**src/rtl/mult_frac_pkg.sv**
```systemverilog
// Shared constants and state encoding for the Q1.3 x Q1.3 sequential fractional multiplier.
package mult_frac_pkg;
   localparam int N  = 4;
   localparam int PW = 2 * N - 1;

   typedef enum logic [1:0] {
      S_IDLE = 2'd0,
      S_CALC = 2'd1,
      S_DONE = 2'd2
   } state_t;

   // +63/64, the closest representable value to +1 in Q1.6.
   localparam logic [PW-1:0] SAT_POS = 7'b0111111;
endpackage

```
**src/rtl/mult_frac_addsub.sv**
```systemverilog
// Sign-extended (N+1)-bit adder/subtractor used by one multiplier iteration.
module mult_frac_addsub
   import mult_frac_pkg::*;
(
   input  logic [N-1:0] a,
   input  logic [N-1:0] b,
   input  logic         sub,
   output logic [N:0]   sum
);

   logic [N:0] a_ext;
   logic [N:0] b_ext;

   always_comb begin
      a_ext = {a[N-1], a};
      b_ext = {b[N-1], b};
      sum   = sub ? (a_ext - b_ext) : (a_ext + b_ext);
   end

endmodule

```
**src/rtl/mult2c_frac_4bit.sv**
```systemverilog
// Sequential shift-and-add multiplier for Q1.3 two's-complement fractions giving a Q1.6 product.
// Start/done handshake; done pulses one cycle, five cycles after the start edge.
module mult2c_frac_4bit
   import mult_frac_pkg::*;
(
   input  logic          clk,
   input  logic          rst,
   input  logic          st,
   input  logic [N-1:0]  mplier,
   input  logic [N-1:0]  mcand,
   output logic [PW-1:0] product,
   output logic          done
);

   state_t        state_q, state_d;
   logic [N-1:0]  a_q, a_d;
   logic [N-1:0]  b_q, b_d;
   logic [N-1:0]  c_q, c_d;
   logic [1:0]    cnt_q, cnt_d;
   logic [PW-1:0] product_q, product_d;
   logic          done_q, done_d;

   logic [N-1:0]  addend;
   logic          last_iter;
   logic [N:0]    sum;

   // The final iteration handles the multiplier sign bit, whose weight is negative.
   assign last_iter = (cnt_q == 2'd3);
   assign addend    = b_q[0] ? c_q : '0;

   mult_frac_addsub u_addsub (
      .a   (a_q),
      .b   (addend),
      .sub (last_iter),
      .sum (sum)
   );

   always_comb begin
      state_d   = state_q;
      a_d       = a_q;
      b_d       = b_q;
      c_d       = c_q;
      cnt_d     = cnt_q;
      product_d = product_q;
      done_d    = 1'b0;
      case (state_q)
         S_IDLE: begin
            if (st) begin
               c_d     = mcand;
               b_d     = mplier;
               a_d     = '0;
               cnt_d   = 2'd0;
               state_d = S_CALC;
            end
         end
         S_CALC: begin
            a_d   = sum[N:1];
            b_d   = {sum[0], b_q[N-1:1]};
            cnt_d = cnt_q + 2'd1;
            if (last_iter) begin
               state_d = S_DONE;
               done_d  = 1'b1;
               // Bits 7 and 6 of the full product differ only for -1 x -1.
               if (sum[N] != sum[N-1])
                  product_d = SAT_POS;
               else
                  product_d = {sum[N-1:0], b_q[N-1:1]};
            end
         end
         S_DONE: begin
            state_d = S_IDLE;
         end
         default: begin
            state_d = S_IDLE;
         end
      endcase
   end

   always_ff @(posedge clk or posedge rst) begin
      if (rst) begin
         state_q   <= S_IDLE;
         a_q       <= '0;
         b_q       <= '0;
         c_q       <= '0;
         cnt_q     <= 2'd0;
         product_q <= '0;
         done_q    <= 1'b0;
      end else begin
         state_q   <= state_d;
         a_q       <= a_d;
         b_q       <= b_d;
         c_q       <= c_d;
         cnt_q     <= cnt_d;
         product_q <= product_d;
         done_q    <= done_d;
      end
   end

   assign product = product_q;
   assign done    = done_q;

endmodule

```
**config.mk**
```make
export PLATFORM = sky130hd
export DESIGN_NAME = mult2c_frac_4bit
export DESIGN_NICKNAME = d
export VERILOG_FILES = /design/src/rtl/mult_frac_pkg.sv /design/src/rtl/mult_frac_addsub.sv /design/src/rtl/mult2c_frac_4bit.sv
export SDC_FILE = /design/constraint.sdc
export NUM_CORES = 1
export LEC_CHECK = 0
export CAP_MARGIN = 30
export CELL_PAD_IN_SITES_DETAIL_PLACEMENT = 1
export CELL_PAD_IN_SITES_GLOBAL_PLACEMENT = 1
export CORE_ASPECT_RATIO = 1.5
export CORE_MARGIN = 4
export CORE_UTILIZATION = 41
export CTS_CLUSTER_DIAMETER = 50
export DETAILED_ROUTE_END_ITERATION = 7
export PLACE_DENSITY = 0.75
export SLEW_MARGIN = 15
export SYNTH_ARGS = -nofsm -noshare
export SYNTH_HDL_FRONTEND = slang
export SYNTH_SLANG_ARGS = --single-unit
```
**constraint.sdc**
```tcl
create_clock -name clk -period 3.17 [get_ports clk]
set_clock_uncertainty 0.2 [all_clocks]
set_input_delay 0.317 -clock clk [delete_from_list [all_inputs] [get_ports clk]]
set_output_delay 0.317 -clock clk [all_outputs]
set_load 0.01 [all_outputs]
```
# Word level (Yosys, flattened, before mapping)
# Cells that the tools add are included.
# word_totals
regBits	24
elab_cells	35
# op_classes
reduce_logical	6
eq_ne	5
muxes	14
add_sub_neg	3
# op_table
operator	n
case mux 4 bit (2 select lines)	2
2-to-1 mux 4 bit	3
case mux 2 bit (2 select lines)	2
AND reduction 2 bit	4
2-to-1 mux 7 bit	1
2-to-1 mux 2 bit	3
adder 4 x 4 -> 5 bit	1
2-to-1 mux 5 bit	1
subtractor 4 x 4 -> 5 bit	1
adder 2 x 1 -> 2 bit, second input constant	1
equality test 2 x 1 -> 1 bit, second input constant	1
equality test 2 bit, second input constant	1
zero test 2 bit	1
2-to-1 mux 1 bit	2
inequality test 2 x 1 -> 1 bit, second input constant	1
inequality test 2 bit, second input constant	1
nonzero test 2 bit	1
inequality test 1 bit	1

# Logic depth before layout (Yosys ltp)
# depth
word_depth	5
mapped_depth	13

# By module
# A second synthesis with hierarchy kept.
# unflattened
cells_unflattened	117
area_unflattened_um2	1310.0
# by_module_without_submodules
module	cells_each	instances	seq_area_each_um2	area_per_inst_um2
mult2c_frac_4bit	88	1	600.6	1083.5
mult_frac_addsub	29	1	0.0	226.5

# Least setup slack after synthesis
# OpenSTA, ideal clock, no wires.
# synth_timing
path_kind	register to register
start	register b_q[0]
end	register product_q[5] (netlist: product[5])
stages_incl_launch_ff	14
t_arrival_ns	2.398
setup_slack_ns	0.445
setup_time_ns	0.127
cell_sequence	dfrtp_1 -> buf_6 -> nand2_1 -> ha_1 -> inv_1 -> o21ai_0 -> fa_1 -> nand2b_1 -> a21oi_1 -> xnor2_1 -> xnor2_1 -> ha_1 -> nor2_1 -> o21ai_0
# synth_via
elab_chain_len	5
word_cells_on_any_way	6
classes_between	add/sub: 2; eq/ne: 1; mux: 3
# synth_rtl
element	line	source
from (decl)	mult2c_frac_4bit.sv:17	logic [N-1:0] b_q, b_d;
from (signal assigned)	mult2c_frac_4bit.sv:83	b_q <= '0;
from (signal assigned)	mult2c_frac_4bit.sv:91	b_q <= b_d;
2-to-1 mux 4 bit *	mult2c_frac_4bit.sv:29	assign addend = b_q[0] ? c_q : '0;
adder 4 x 4 -> 5 bit / subtractor 4 x 4 -> 5 bit (equally long branches)	mult_frac_addsub.sv:17	sum = sub ? (a_ext - b_ext) : (a_ext + b_ext);
2-to-1 mux 5 bit *	mult_frac_addsub.sv:17	
inequality test 1 bit	mult2c_frac_4bit.sv:64	if (sum[N] != sum[N-1])
2-to-1 mux 7 bit *	mult2c_frac_4bit.sv:64	
to (signal assigned)	mult2c_frac_4bit.sv:94	product_q <= product_d;
to (decl)	mult2c_frac_4bit.sv:20	logic [PW-1:0] product_q, product_d;
# Every way passes the cells marked *; elsewhere a longest branch is shown, timed or not.
# A chain may end at the register's enable or synchronous reset.

# Worst setup path after layout
# Same ends and word-level chain as after synthesis.

==> summary.md <==
| Metric | Value |
|---|---|
| Total half-perimeter wirelength after legalization and detailed placement | `roughly 2300 um` |
| Startpoint Class | `flop` |
| Worst rel slew slack | `a little under two thirds` |
| Synth Net Count | `145` |
| Simple-gate share of the synthesized area | `13.25%` |
| Cell variety after synth | `31` |
| Largest driver fanout on the critical path | `8` |
| Pin count of the biggest net entering global routing | `25` |
| Effective utilization at floorplan | `43.32%` |
| Critical Path AT | `roughly 3.0 ns` |
| Data required time of the critical path | `slightly above 3 ns` |
| Max Cap Viol | `0` |
| Final worst-path setup slack | `roughly 0.074 ns` |
| Warnings from Yosys | `0` |
| Clock transition time at the flip-flop clock pins of the worst setup and hold paths | `0.09 ns` |
| Via-per-instance ratio | `approximately 5.2` |
| Final slew viol count | `0` |
| Compound-cell area share of the yosys netlist | `approximately 16%` |
| Classification of the worst setup path | `flop to flop` |
| TritonCTS clock tree | `built` |
| Share of synthesized cell area in full adder, half adder and majority cells | `approximately 8.4%` |
| Count of unresolved DRC violations after routing | `0` |
| Global-route met3 utilization | `1.761%` |
| Router iterations before antenna repair | `4` |
| Critical Path Source | `b_q[0]$_DFFE_PP0P_` |
| Die span in y | `between 70 and 80 um` |
| Diode insertion count for antenna repair | `0` |
| Number of antenna-violating nets in the routed design | `0` |
| Ratio of cells with drive above 1 in the final layout | `a little over an eighth` |
| Global route overflow | `0` |
| Number of antenna violations at the first check in global routing | `0` |
| Buffers from clock root to sink, at most | `2` |
| Shortest clock period the worst path allows after layout | `slightly above 3 ns` |
| WL final | `between 2000 and 3000 um` |
| Layout Nets | `between 150 and 200` |
| Maximum clock rate | `between 300 and 400 MHz` |
| Number of register bits inferred by synthesis | `24` |
| Total of buffers placed on input and output ports | `18` |
| Most common library cell in the layout ignoring fill and taps | `sky130_fd_sc_hd__dfrtp_1` |
| Maximum level of the CTS H-tree | `1` |
| Vias in the first global route | `~1000` |
| Cts bufs inserted | `3` |
| M1 GR Usage | `a little under a fifth` |
| Routed length per instance | `roughly 16 um` |
| Main combinational cell family by area after synthesis | `compound AO/OA/AOI/OAI gates` |
| Worst reg-to-reg path cell count | `12` |
| Setup violators final | `0` |
| Syn avg cell area | `slightly above 10 um2` |
| Path class of the lowest-slack min-delay path | `input pin to async pin` |
| Placement Setup Slack | `-0.05064 ns` |
| DR iter-0 viols | `17` |
| Synthesized netlist cell count | `around 130` |
| Number of hold-slack violations in the final timing report | `0` |
| Core region area | `about 2900 um2` |
| Placer's final routability congestion estimate | `roughly 0.7` |
| Outcome | `completed` |
| Global-route met2 utilization | `between 20% and 30%` |
| Worst-margin pin slew | `roughly 0.54 ns` |
| Sequential-to-total area share from yosys stat | `a little under half` |
| Cell at the root of the clock tree | `sky130_fd_sc_hd__clkbuf_8` |
| Reg-to-reg critical path startpoint | `b_q[0]$_DFFE_PP0P_` |
| Clock latency of the later-clocked register in the worst-skew pair | `between 0.2 and 0.3 ns` |
| Layer with the highest usage after global routing | `met2` |
| Xor/xnor cell area share of the yosys netlist | `around 4.1%` |
| Multiplexer share of the synthesized area | `under 10%` |
| Cell row count | `24` |
| Sinks on Clock Net | `24` |
| Total global-route track usage | `between 10% and 20%` |
| Share of the clock period used by the worst path | `between 90 and 100%` |
| Total Die Area | `4084 um2` |
| Capturing element type of the critical path | `flop` |
| Total via count in the routed design | `973` |
| Commonest cells after routing, fill and taps aside | `sky130_fd_sc_hd__dfrtp_1 (23), sky130_fd_sc_hd__clkdlybuf4s50_1 (18), sky130_fd_sc_hd__nor2_1 (12)` |
| Layout-stage area growth over the synthesis result | `22.77%` |
| Cell area after technology mapping | `about 1300 um2` |
| First-pass GRT wire length | `4899 um` |
| Width of the die | `53.53 um` |
| Hold-fix buffers, CTS | `0` |
| I/O pin cnt | `19` |
[sequential cells by signal (all words and copies together), names as in the netlist]
name,flops
product,7
a_q,4
b_q,4
c_q,4
cnt_q,2
state_q,2
done,1
[critical path, stage by stage, from the launching register on]
cell and delay, ns:
sky130_fd_sc_hd__dfrtp_2 0.45, sky130_fd_sc_hd__nand2_1 0.11, sky130_fd_sc_hd__ha_1 0.29, sky130_fd_sc_hd__inv_1 0.09
sky130_fd_sc_hd__o21ai_1 0.12, sky130_fd_sc_hd__fa_2 0.42, sky130_fd_sc_hd__nand2b_1 0.15, sky130_fd_sc_hd__a21oi_1 0.17
sky130_fd_sc_hd__xnor2_1 0.12, sky130_fd_sc_hd__xnor2_1 0.25, sky130_fd_sc_hd__ha_2 0.36, sky130_fd_sc_hd__nor2_1 0.15
sky130_fd_sc_hd__o21ai_0 0.09
[cells by family (layout without fill, tap and decap cells)]
kind of cell	after synthesis	after routing
buf+inv	16	37
simple gates	35	35
compound gates	31	31
mux	6	6
xor+xnor	6	6
fa+ha+maj	8	8
flops	24	24
[area by class of cell]
| class | count | area, um2 |
|---|---|---|
| inverter | 11 | 41.29 |
| tap | 39 | 48.80 |
| timing repair buffer | 22 | 217.7 |
| sequential | 24 | 601.8 |
| fill | 367 | 1378 |
| multi-input combinational | 86 | 600.6 |
| clock buffer | 4 | 55.05 |
[cells in the mapped netlist]
master / number / area, um2
sky130_fd_sc_hd__a21oi_1: 7 / 35.03
sky130_fd_sc_hd__nor3_1: 2 / 10.01
sky130_fd_sc_hd__nand2b_1: 2 / 12.51
sky130_fd_sc_hd__mux2i_1: 1 / 10.01
sky130_fd_sc_hd__inv_2: 1 / 3.750
sky130_fd_sc_hd__o21bai_1: 1 / 7.510
sky130_fd_sc_hd__a311oi_2: 1 / 15.01
sky130_fd_sc_hd__nor2_1: 12 / 45.04
sky130_fd_sc_hd__nor2b_2: 1 / 8.760
sky130_fd_sc_hd__and2b_1: 1 / 7.510
sky130_fd_sc_hd__xnor2_1: 4 / 35.03
sky130_fd_sc_hd__nor2b_1: 5 / 31.28
sky130_fd_sc_hd__nand2_4: 1 / 11.26
sky130_fd_sc_hd__buf_4: 1 / 7.510
sky130_fd_sc_hd__buf_6: 2 / 22.52
sky130_fd_sc_hd__a31oi_1: 2 / 12.51
sky130_fd_sc_hd__dfrtp_1: 24 / 600.6
sky130_fd_sc_hd__nand3_1: 1 / 5.000
sky130_fd_sc_hd__fa_1: 1 / 20.02
sky130_fd_sc_hd__a211oi_1: 1 / 7.510
sky130_fd_sc_hd__mux2_2: 4 / 45.04
sky130_fd_sc_hd__xor2_1: 2 / 17.52
sky130_fd_sc_hd__nand2_1: 10 / 37.54
sky130_fd_sc_hd__o21ai_0: 11 / 55.05
sky130_fd_sc_hd__mux2_1: 1 / 11.26
sky130_fd_sc_hd__buf_2: 2 / 10.01
sky130_fd_sc_hd__a22o_1: 4 / 35.03
sky130_fd_sc_hd__ha_1: 7 / 87.58
sky130_fd_sc_hd__inv_1: 10 / 37.54
sky130_fd_sc_hd__a21o_1: 1 / 7.510
sky130_fd_sc_hd__a22oi_1: 3 / 22.52
[worst paths after layout]
check                                         end  slack [ns]
hold reg to reg                a_q[0]$_DFFE_PP0P_        0.29
setup / recovery           product[5]$_DFFE_PP0P_        0.07
setup reg to reg           product[5]$_DFFE_PP0P_        0.07
hold / removal                 a_q[0]$_DFFE_PP0P_        0.14
max in group asynchronous      b_q[0]$_DFFE_PP0P_        2.18
min in group clk               a_q[0]$_DFFE_PP0P_        0.29
[through the flow]
stage / setup TNS (ns) / utilization (%) / hold WS (ns) / cells / cell area [um2]
3_3_place_gp: 0 / 50.00 / 0.2629 / 179 / 1471
4_1_cts: 0 / 51.91 / 0.2912 / 183 / 1528
5_1_grt: -0.1344 / 53.19 / 0.2030 / 186 / 1565
6_report: 0 / 53.19 / 0.1375 / 186 / 1565
2_1_floorplan: 0 / - / 0.1316 / 126 / 1275
3_5_place_dp: -0.05731 / 50.00 / 0.2719 / 179 / 1471
[routing by layer]
layer | up-vias | routed length (um)
met3 | 6 | 85
li1 | 468 | -
met5 | - | 0
met2 | 17 | 1703
met1 | 482 | 1103
met4 | 0 | 53
[timing repair]
item                                    CTS  global route
endpoints found under the setup margin    4             6
setup buffers                             0             2
pin swaps                                 0             3
gates resized for setup                   1             5
Power is not shown: default switching activity piles up to over one toggle a cycle in this logic, so the estimate is an artifact.
